$ cat src/rtl/calc_sequenciador_if.sv
// Bus bundle between the host, the program sequencer and the accumulator calculator.
// The slave modport is the sequencer's view; master is the host/calculator side.
interface calc_sequenciador_if #(
  parameter int AW = 4
);
  logic          wr_en;
  logic [AW-1:0] wr_addr;
  logic [10:0]   wr_data;
  logic          start;
  logic [AW:0]   len;
  logic          clr;
  logic          abort;
  logic [2:0]    calc_codigo;
  logic [7:0]    calc_entrada;
  logic [7:0]    calc_saida;
  logic          busy;
  logic          done;
  logic [7:0]    result;

  modport slave (
    input  wr_en, wr_addr, wr_data, start, len, clr, abort, calc_saida,
    output calc_codigo, calc_entrada, busy, done, result
  );

  modport master (
    output wr_en, wr_addr, wr_data, start, len, clr, abort, calc_saida,
    input  calc_codigo, calc_entrada, busy, done, result
  );
endinterface

$ cat src/rtl/calc_sequenciador.sv
// Replays a small {codigo, entrada} program into the accumulator calculator,
// optionally zeroing the accumulator first, then reads back the final value.
module calc_sequenciador #(
  parameter int AW = 4
) (
  input logic                 clk,
  input logic                 rst,
  calc_sequenciador_if.slave  bus
);
  localparam int          DEPTH  = 2 ** AW;
  localparam logic [AW:0] MAXLEN = (AW + 1)'(DEPTH);

  typedef enum logic [2:0] {
    S_IDLE,
    S_CLR_RD,
    S_CLR_WT,
    S_CLR_SUB,
    S_RUN,
    S_FIN_RD,
    S_FIN_WT,
    S_DONE
  } state_t;

  state_t      r_state;
  logic [10:0] r_mem [DEPTH];
  logic [AW:0] r_pc;
  logic [AW:0] r_len;
  logic [2:0]  r_codigo;
  logic [7:0]  r_entrada;
  logic [7:0]  r_result;
  logic        r_done;

  logic [AW:0] w_lenSat;
  logic        w_memWe;
  logic [10:0] w_firstWord;
  logic [10:0] w_pcWord;

  assign w_lenSat    = (bus.len > MAXLEN) ? MAXLEN : bus.len;
  assign w_memWe     = (r_state == S_IDLE) && bus.wr_en;
  assign w_firstWord = r_mem[0];
  assign w_pcWord    = r_mem[r_pc[AW-1:0]];

  // Program memory survives reset; it only accepts writes while idle.
  always_ff @(posedge clk) begin
    if (w_memWe) begin
      r_mem[bus.wr_addr] <= bus.wr_data;
    end
  end

  always_ff @(posedge clk or posedge rst) begin
    if (rst) begin
      r_state   <= S_IDLE;
      r_codigo  <= 3'b000;
      r_entrada <= 8'd0;
      r_done    <= 1'b0;
      r_result  <= 8'd0;
      r_pc      <= '0;
      r_len     <= '0;
    end else begin
      r_done <= 1'b0;
      if (bus.abort && (r_state != S_IDLE)) begin
        r_state   <= S_IDLE;
        r_codigo  <= 3'b000;
        r_entrada <= 8'd0;
      end else begin
        case (r_state)
          S_IDLE: begin
            r_codigo  <= 3'b000;
            r_entrada <= 8'd0;
            if (bus.start) begin
              r_len <= w_lenSat;
              r_pc  <= '0;
              if (bus.clr) begin
                r_state  <= S_CLR_RD;
                r_codigo <= 3'b011;
              end else if (w_lenSat != '0) begin
                r_state                <= S_RUN;
                {r_codigo, r_entrada}  <= w_firstWord;
                r_pc                   <= (AW + 1)'(1);
              end else begin
                r_state  <= S_FIN_RD;
                r_codigo <= 3'b011;
              end
            end
          end
          S_CLR_RD: begin
            r_state   <= S_CLR_WT;
            r_codigo  <= 3'b111;
            r_entrada <= 8'd0;
          end
          // The read-back value lands on saida now; subtracting it zeroes the accumulator.
          S_CLR_WT: begin
            r_state   <= S_CLR_SUB;
            r_codigo  <= 3'b010;
            r_entrada <= bus.calc_saida;
          end
          S_CLR_SUB: begin
            if (r_len != '0) begin
              r_state               <= S_RUN;
              {r_codigo, r_entrada} <= w_firstWord;
              r_pc                  <= (AW + 1)'(1);
            end else begin
              r_state   <= S_FIN_RD;
              r_codigo  <= 3'b011;
              r_entrada <= 8'd0;
            end
          end
          S_RUN: begin
            if (r_pc == r_len) begin
              r_state   <= S_FIN_RD;
              r_codigo  <= 3'b011;
              r_entrada <= 8'd0;
            end else begin
              {r_codigo, r_entrada} <= w_pcWord;
              r_pc                  <= r_pc + (AW + 1)'(1);
            end
          end
          S_FIN_RD: begin
            r_state   <= S_FIN_WT;
            r_codigo  <= 3'b111;
            r_entrada <= 8'd0;
          end
          S_FIN_WT: begin
            r_state   <= S_DONE;
            r_result  <= bus.calc_saida;
            r_done    <= 1'b1;
            r_codigo  <= 3'b000;
            r_entrada <= 8'd0;
          end
          S_DONE: begin
            r_state   <= S_IDLE;
            r_codigo  <= 3'b000;
            r_entrada <= 8'd0;
          end
          default: begin
            r_state   <= S_IDLE;
            r_codigo  <= 3'b000;
            r_entrada <= 8'd0;
          end
        endcase
      end
    end
  end

  assign bus.calc_codigo  = r_codigo;
  assign bus.calc_entrada = r_entrada;
  assign bus.busy         = (r_state != S_IDLE);
  assign bus.done         = r_done;
  assign bus.result       = r_result;
endmodule

$ cat src/flat_wrapper.sv
// flat-port wrapper written by rule: the top's interface ports become plain ports
module calc_sequenciador_flat 
#(
  parameter int AW = 4
)
  (clk, rst, bus_wr_en, bus_wr_addr, bus_wr_data, bus_start, bus_len, bus_clr, bus_abort, bus_calc_saida, bus_calc_codigo, bus_calc_entrada, bus_busy, bus_done, bus_result);
  calc_sequenciador_if #(.AW(AW)) bus_i ();
  input logic clk;
  input logic rst;
  input wire logic [$bits(bus_i.wr_en)-1:0] bus_wr_en;
  input wire logic [$bits(bus_i.wr_addr)-1:0] bus_wr_addr;
  input wire logic [$bits(bus_i.wr_data)-1:0] bus_wr_data;
  input wire logic [$bits(bus_i.start)-1:0] bus_start;
  input wire logic [$bits(bus_i.len)-1:0] bus_len;
  input wire logic [$bits(bus_i.clr)-1:0] bus_clr;
  input wire logic [$bits(bus_i.abort)-1:0] bus_abort;
  input wire logic [$bits(bus_i.calc_saida)-1:0] bus_calc_saida;
  output wire logic [$bits(bus_i.calc_codigo)-1:0] bus_calc_codigo;
  output wire logic [$bits(bus_i.calc_entrada)-1:0] bus_calc_entrada;
  output wire logic [$bits(bus_i.busy)-1:0] bus_busy;
  output wire logic [$bits(bus_i.done)-1:0] bus_done;
  output wire logic [$bits(bus_i.result)-1:0] bus_result;
  assign bus_i.wr_en = bus_wr_en;
  assign bus_i.wr_addr = bus_wr_addr;
  assign bus_i.wr_data = bus_wr_data;
  assign bus_i.start = bus_start;
  assign bus_i.len = bus_len;
  assign bus_i.clr = bus_clr;
  assign bus_i.abort = bus_abort;
  assign bus_i.calc_saida = bus_calc_saida;
  assign bus_calc_codigo = bus_i.calc_codigo;
  assign bus_calc_entrada = bus_i.calc_entrada;
  assign bus_busy = bus_i.busy;
  assign bus_done = bus_i.done;
  assign bus_result = bus_i.result;
  calc_sequenciador #(.AW(AW)) u_core (.clk(clk), .rst(rst), .bus(bus_i));
endmodule
$ cat config.mk
export PLATFORM = sky130hd
export DESIGN_NAME = calc_sequenciador_flat
export DESIGN_NICKNAME = d
export VERILOG_FILES = /design/src/rtl/calc_sequenciador_if.sv /design/src/rtl/calc_sequenciador.sv /design/src/flat_wrapper.sv
export SDC_FILE = /design/constraint.sdc
export NUM_CORES = 1
export LEC_CHECK = 0
export BUFFER_PORTS_ARGS = -buffer_cell sky130_fd_sc_hd__buf_2
export CORE_MARGIN = 2
export CORE_UTILIZATION = 45
export DETAILED_ROUTE_END_ITERATION = 10
export MAX_ROUTING_LAYER = met4
export SLEW_MARGIN = 30
export SYNTH_ARGS = -nofsm -noshare
export SYNTH_HDL_FRONTEND = slang
export SYNTH_SLANG_ARGS = --single-unit
$ cat constraint.sdc
create_clock -name clk -period 3.74 [get_ports clk]
set_clock_uncertainty 0.2 [all_clocks]
set_input_delay 0.561 -clock clk [delete_from_list [all_inputs] [get_ports clk]]
set_output_delay 0.561 -clock clk [all_outputs]
set_load 0.005 [all_outputs]
# Yosys cells after proc, flatten, opt, wreduce, memory -nomap -nowiden
# Memories as Yosys holds them, arrays and structs flattened.
# Index checks and enable logic that the tools add are counted.
# classes
bitwise_logic	1
reduce_logical	14
muxes	32
n_addsub	1
magnitude_cmp	1
n_eq_ne	13
# ops
operator	n
8-bit 2-to-1 mux	6
8-bit one-hot mux with 5 select lines	1
3-bit 2-to-1 mux	10
5-bit 2-to-1 mux	5
3-bit one-hot mux with 8 select lines	1
3-bit one-hot mux with 6 select lines	1
5-bit one-hot mux with 3 select lines	1
3-bit == test (second input constant)	4
5-bit nonzero test	2
1-bit 2-to-1 mux	7
3-bit by 2-bit == test with 1-bit output (second input constant)	2
3-bit nonzero test	2
5-bit by 1-bit adder with 5-bit output (second input constant)	1
5-bit == test	1
5-bit greater-than comparator (second input constant)	1
5-bit AND reduction	1
2-bit != test (second input constant)	2
2-bit AND reduction	2
2-bit OR reduction	2
4-bit OR reduction	1
3-bit by 1-bit == test with 1-bit output (second input constant)	1
3-bit zero test	1
3-bit by 1-bit != test with 1-bit output (second input constant)	1
3-bit != test (second input constant)	1
other kinds (4)	5
# totals
elab_cells	70
reg_bits	33
ram_bits	176
input_bits	34
output_inout_bits	21
memories	1
# mem_list
name	depth	width	rd	rd_ports_with_merged_regs	wr	line	source
u_core.r_mem	16	11	2	0	1	calc_sequenciador.sv:25	logic [10:0] r_mem [DEPTH];

# Depth between registers and ports, before layout
# depth
depth_word	8
depth_mapped	8
mapped_depth_nobuf	5

# Worst setup path after synthesis
# No wires, ideal clock.
# synth_path
kind	register to register
start	register u_core.r_state[1]
end	memory u_core.r_mem[0][0] (enable)
setup_ps	393
t_arrival_ps	2155
stages_incl_launch_ff	6
setup_slack_ps	992
required_ps	3147
n_path_buf	1
synth_period_minus_slack_ps	2748
path_cell_list	dfrtp_1 clkbuf_1 nor3_4 nand2_1 or3_1 nor3_1
# synth_between
elab_chain_cells	4
# synth_rtl
element	line	source
from (decl)	calc_sequenciador.sv:24	state_t r_state;
from (signal assigned)	calc_sequenciador.sv:52	r_state <= S_IDLE;
from (signal assigned)	calc_sequenciador.sv:62	r_state <= S_IDLE;
from (signal assigned)	calc_sequenciador.sv:74	r_state <= S_CLR_RD;
3-bit zero test	calc_sequenciador.sv:39	assign w_memWe = (r_state == S_IDLE) && bus.wr_en;
1-bit logical AND	calc_sequenciador.sv:39	
1-bit 2-to-1 mux	calc_sequenciador.sv:45	if (w_memWe) begin
1-bit 2-to-1 mux (not written as such)	calc_sequenciador.sv:46	r_mem[bus.wr_addr] <= bus.wr_data;
to (decl)	calc_sequenciador.sv:25	
# No other way between the ends.

# Final worst setup path
# layout_path
start	register u_core.r_state[2]
end	memory u_core.r_mem[12][9] (enable)
# Same word-level chain as after synthesis.

==> qor.txt <==
Minimum clock period: 2800 ps
Vias/cell: 5.97
Initial antenna violation count: 0
RR Startpoint: u_core.r_state[2]$_DFFE_PP0P_
Reg2Reg Setup Slack: 940 ps
Rel. slew slack: 45.2%
Total die area: 20,000 um^2
Arr. time, crit path: 2810 ps
Synthesized area: 8490 um^2
Die width: 141 um
Core area: 18,600 um^2
Tightest Pin Transition: 818 ps
Io pins: 55
Max Fclk: 357 MHz
Share of cells above drive strength 1: 30.7%
FF+latch count, synth: 209
Total CTS buffers: 23
Hold Path Class: primary input to flop
N_diodes: 0
Final WL: 19,400 um
# nets final: 596
Synth Net Count: 515
Setup_tns: 0 ps
Startpoint types: flop
Drt first pass iters: 5
Worst slack, placed: 973 ps
Clock transition at path regs: 60 ps
Crit Path Category: flop to flop
Hold_ws: 107 ps
Clk_lat worst skew: 500 ps
Max-cap viol count: 0
Maximum VDD drop: 0.305 mV
WL/cell: 23.9 um
Hold wc startpoint: bus_len[1]
Overflow after GRT: 0
Synth Flop Type: edfxtp_1
Largest net degree at the start of global routing: 26
Buffers on Ports: 54
WHS Endpoint: u_core.r_len[1]$_DFFE_PP0P_
Mapped Avg Cell Area: 17.7 um^2
Cells after Synth: 480
P&R area growth vs syn: 16.1%
PwrDens: 673 nW/um^2
First-pass GRT wire length: 29,400 um
Cell Area, Placed: 9130 um^2
Synth Warn #: 0
Reg-to-reg critical path endpoint: u_core.r_mem[12][9]$_DFFE_PP_
DRT antenna net count: 0
Detail Placement HPWL: 12,600 um
Crit share post-route: 75.0%
Routed vias: 4,839
CTS max path bufs: 3
Pins Over Slew Limit: 0
Yosys cell types: 50
Hold path cells: 3
Initial Utilization: 45.7%
Die Ht: 141 um
Post-CTS setup buffers: 0
RSZ-0062 raised after global routing: false
GRT Resource Usage Total: 20.4%
Rows: 50
Final WS setup: 935 ps
Required time of the critical path: 3740 ps
Ys async rst share: 15.8%
DR iter-0 viols: 465
Final setup vio count: 0
TritonCTS clock tree: built
CP endpoint kind: flop
H-tree depth: 1
CTS resizes: 0
Post-cts hold buffer count: 1
Post-route cell area: 9850 um^2
Seq/Total Area, Yosys: 72.0%
Outcome: finished clean
Most common cell after layout, fill and taps aside: edfxtp_1
Clock sinks: 209
GPL Wtd Cong: 0.866
P_leak: 3.42 nW
Path depth of the worst reg2reg path: 5
Vias in the first global route: 4,800
Crit Path Max Fanout: 17
Filler instances: 1,472
Final hold violation count: 0
Post-synth EDFFs: 176
DRC violations left: 0
Root Buffer: clkbuf_16
Highest-count cells in the layout ignoring fill and taps: edfxtp_1 (176), buf_2 (54), mux4_2 (39)
## Yosys cell counts, drive strengths merged (2+ instances only)
cell     number  area (um^2)
and3          5         31.3
o31a          3         26.3
nand3         5         25.0
o22ai        12         75.1
o21ai        16         80.1
o2111ai       2         17.5
nand2b        8         50.1
buf          16         91.3
nor3          8         51.3
xnor2         2         17.5
nand4         3         18.8
nor2b         5         31.3
a21oi        15         78.8
inv           5         18.8
or4           3         26.3
xor2          3         26.3
mux2         18          203
nand2        18         67.6
clkbuf        8         30.0
mux4         39          878
edfxtp      176         5290
nor2         31          119
dfrtp        33          826
a22oi         8         60.1
a22o          2         18.8
mux2i        20          200
nand3b        2         15.0
## worst max-delay path, cell delays in order (launching register included)
cell     delay [ps]
dfrtp_1         590
nor3_4          480
nand2_1         130
or3_1           400
nor2_1          450
buf_4           250
## final cells by class
type | count | area [um^2] | area share (%)
tap | 234 | 293 | 2.97
clock inverter | 14 | 121 | 1.23
clock buffer | 27 | 591 | 6.00
timing repair buffer | 80 | 468 | 4.75
multi-input combinational | 242 | 2250 | 22.8
sequential | 209 | 6110 | 62.1
inverter | 5 | 18.8 | 0.191
## per-stage QoR
step / cells / util (%) / power [mW]
CTS: 811 / 53.0 / 6.68
finish: 811 / 53.0 / 6.63
detailed placement: 769 / 49.1 / 4.53
global route: 811 / 53.0 / 6.93
global placement: 769 / 49.1 / 4.51
floorplan: 480 / - / 4.04
## flip-flops by register name, summed over array words and instances, names as in the netlist
name and count:
u_core.r_pc 5, u_core.r_len 5, u_core.bus.done 1, u_core.bus.calc_codigo 3, u_core.bus.calc_entrada 8, u_core.r_mem 176
u_core.bus.result 8, u_core.r_state 3
## worst max path at each step
stage                                             start                                   end  slack, ps  cells past startpoint
after global placement       u_core.r_pc[0]$_DFFE_PP0P_  u_core.bus.calc_entrada[3]$_DFF_PP0_       1000                      6
after global routing      u_core.r_state[2]$_DFFE_PP0P_         u_core.r_mem[12][8]$_DFFE_PP_        750                      5
final                     u_core.r_state[2]$_DFFE_PP0P_         u_core.r_mem[12][9]$_DFFE_PP_        940                      5
after CTS                 u_core.r_state[2]$_DFFE_PP0P_         u_core.r_mem[12][8]$_DFFE_PP_        940                      5
after floorplan           u_core.r_state[1]$_DFFE_PP0P_          u_core.r_mem[0][0]$_DFFE_PP_        990                      5
after detailed placement  u_core.r_state[2]$_DFFE_PP0P_         u_core.r_mem[12][8]$_DFFE_PP_        970                      5
## routing by layer
metal | up-vias | global-route usage [%] | share of wire (%) | wire length (um)
met1 | 2516 | 29.8 | 45 | 8640
met5 | - | - | 0 | 0
met3 | 26 | 3.68 | 7.0 | 1360
met4 | 0 | 4.68 | 1.6 | 314
li1 | 2082 | - | - | -
met2 | 215 | 30.5 | 47 | 9060
## cell families (layout without fill, tap and decap cells)
logic type	after synthesis	count (layout)	synth area share (%)
AO/OA/AOI/OAI	67	67	5.06
XOR/XNOR	5	5	0.516
adder cells (fa/ha/maj)	1	1	0.147
buffers and inverters	29	126	1.65
flip-flops	209	209	72.0
multiplexers	77	77	15.1
AND/OR/NAND/NOR	92	92	5.53
## where the power goes
part / internal [mW] / total (mW) / switching [mW]
registers: 2.70 / 2.94 / 0.238
clock network: 1.27 / 2.15 / 0.880
logic: 0.775 / 1.55 / 0.772
Power figures use the tool's default switching activity.
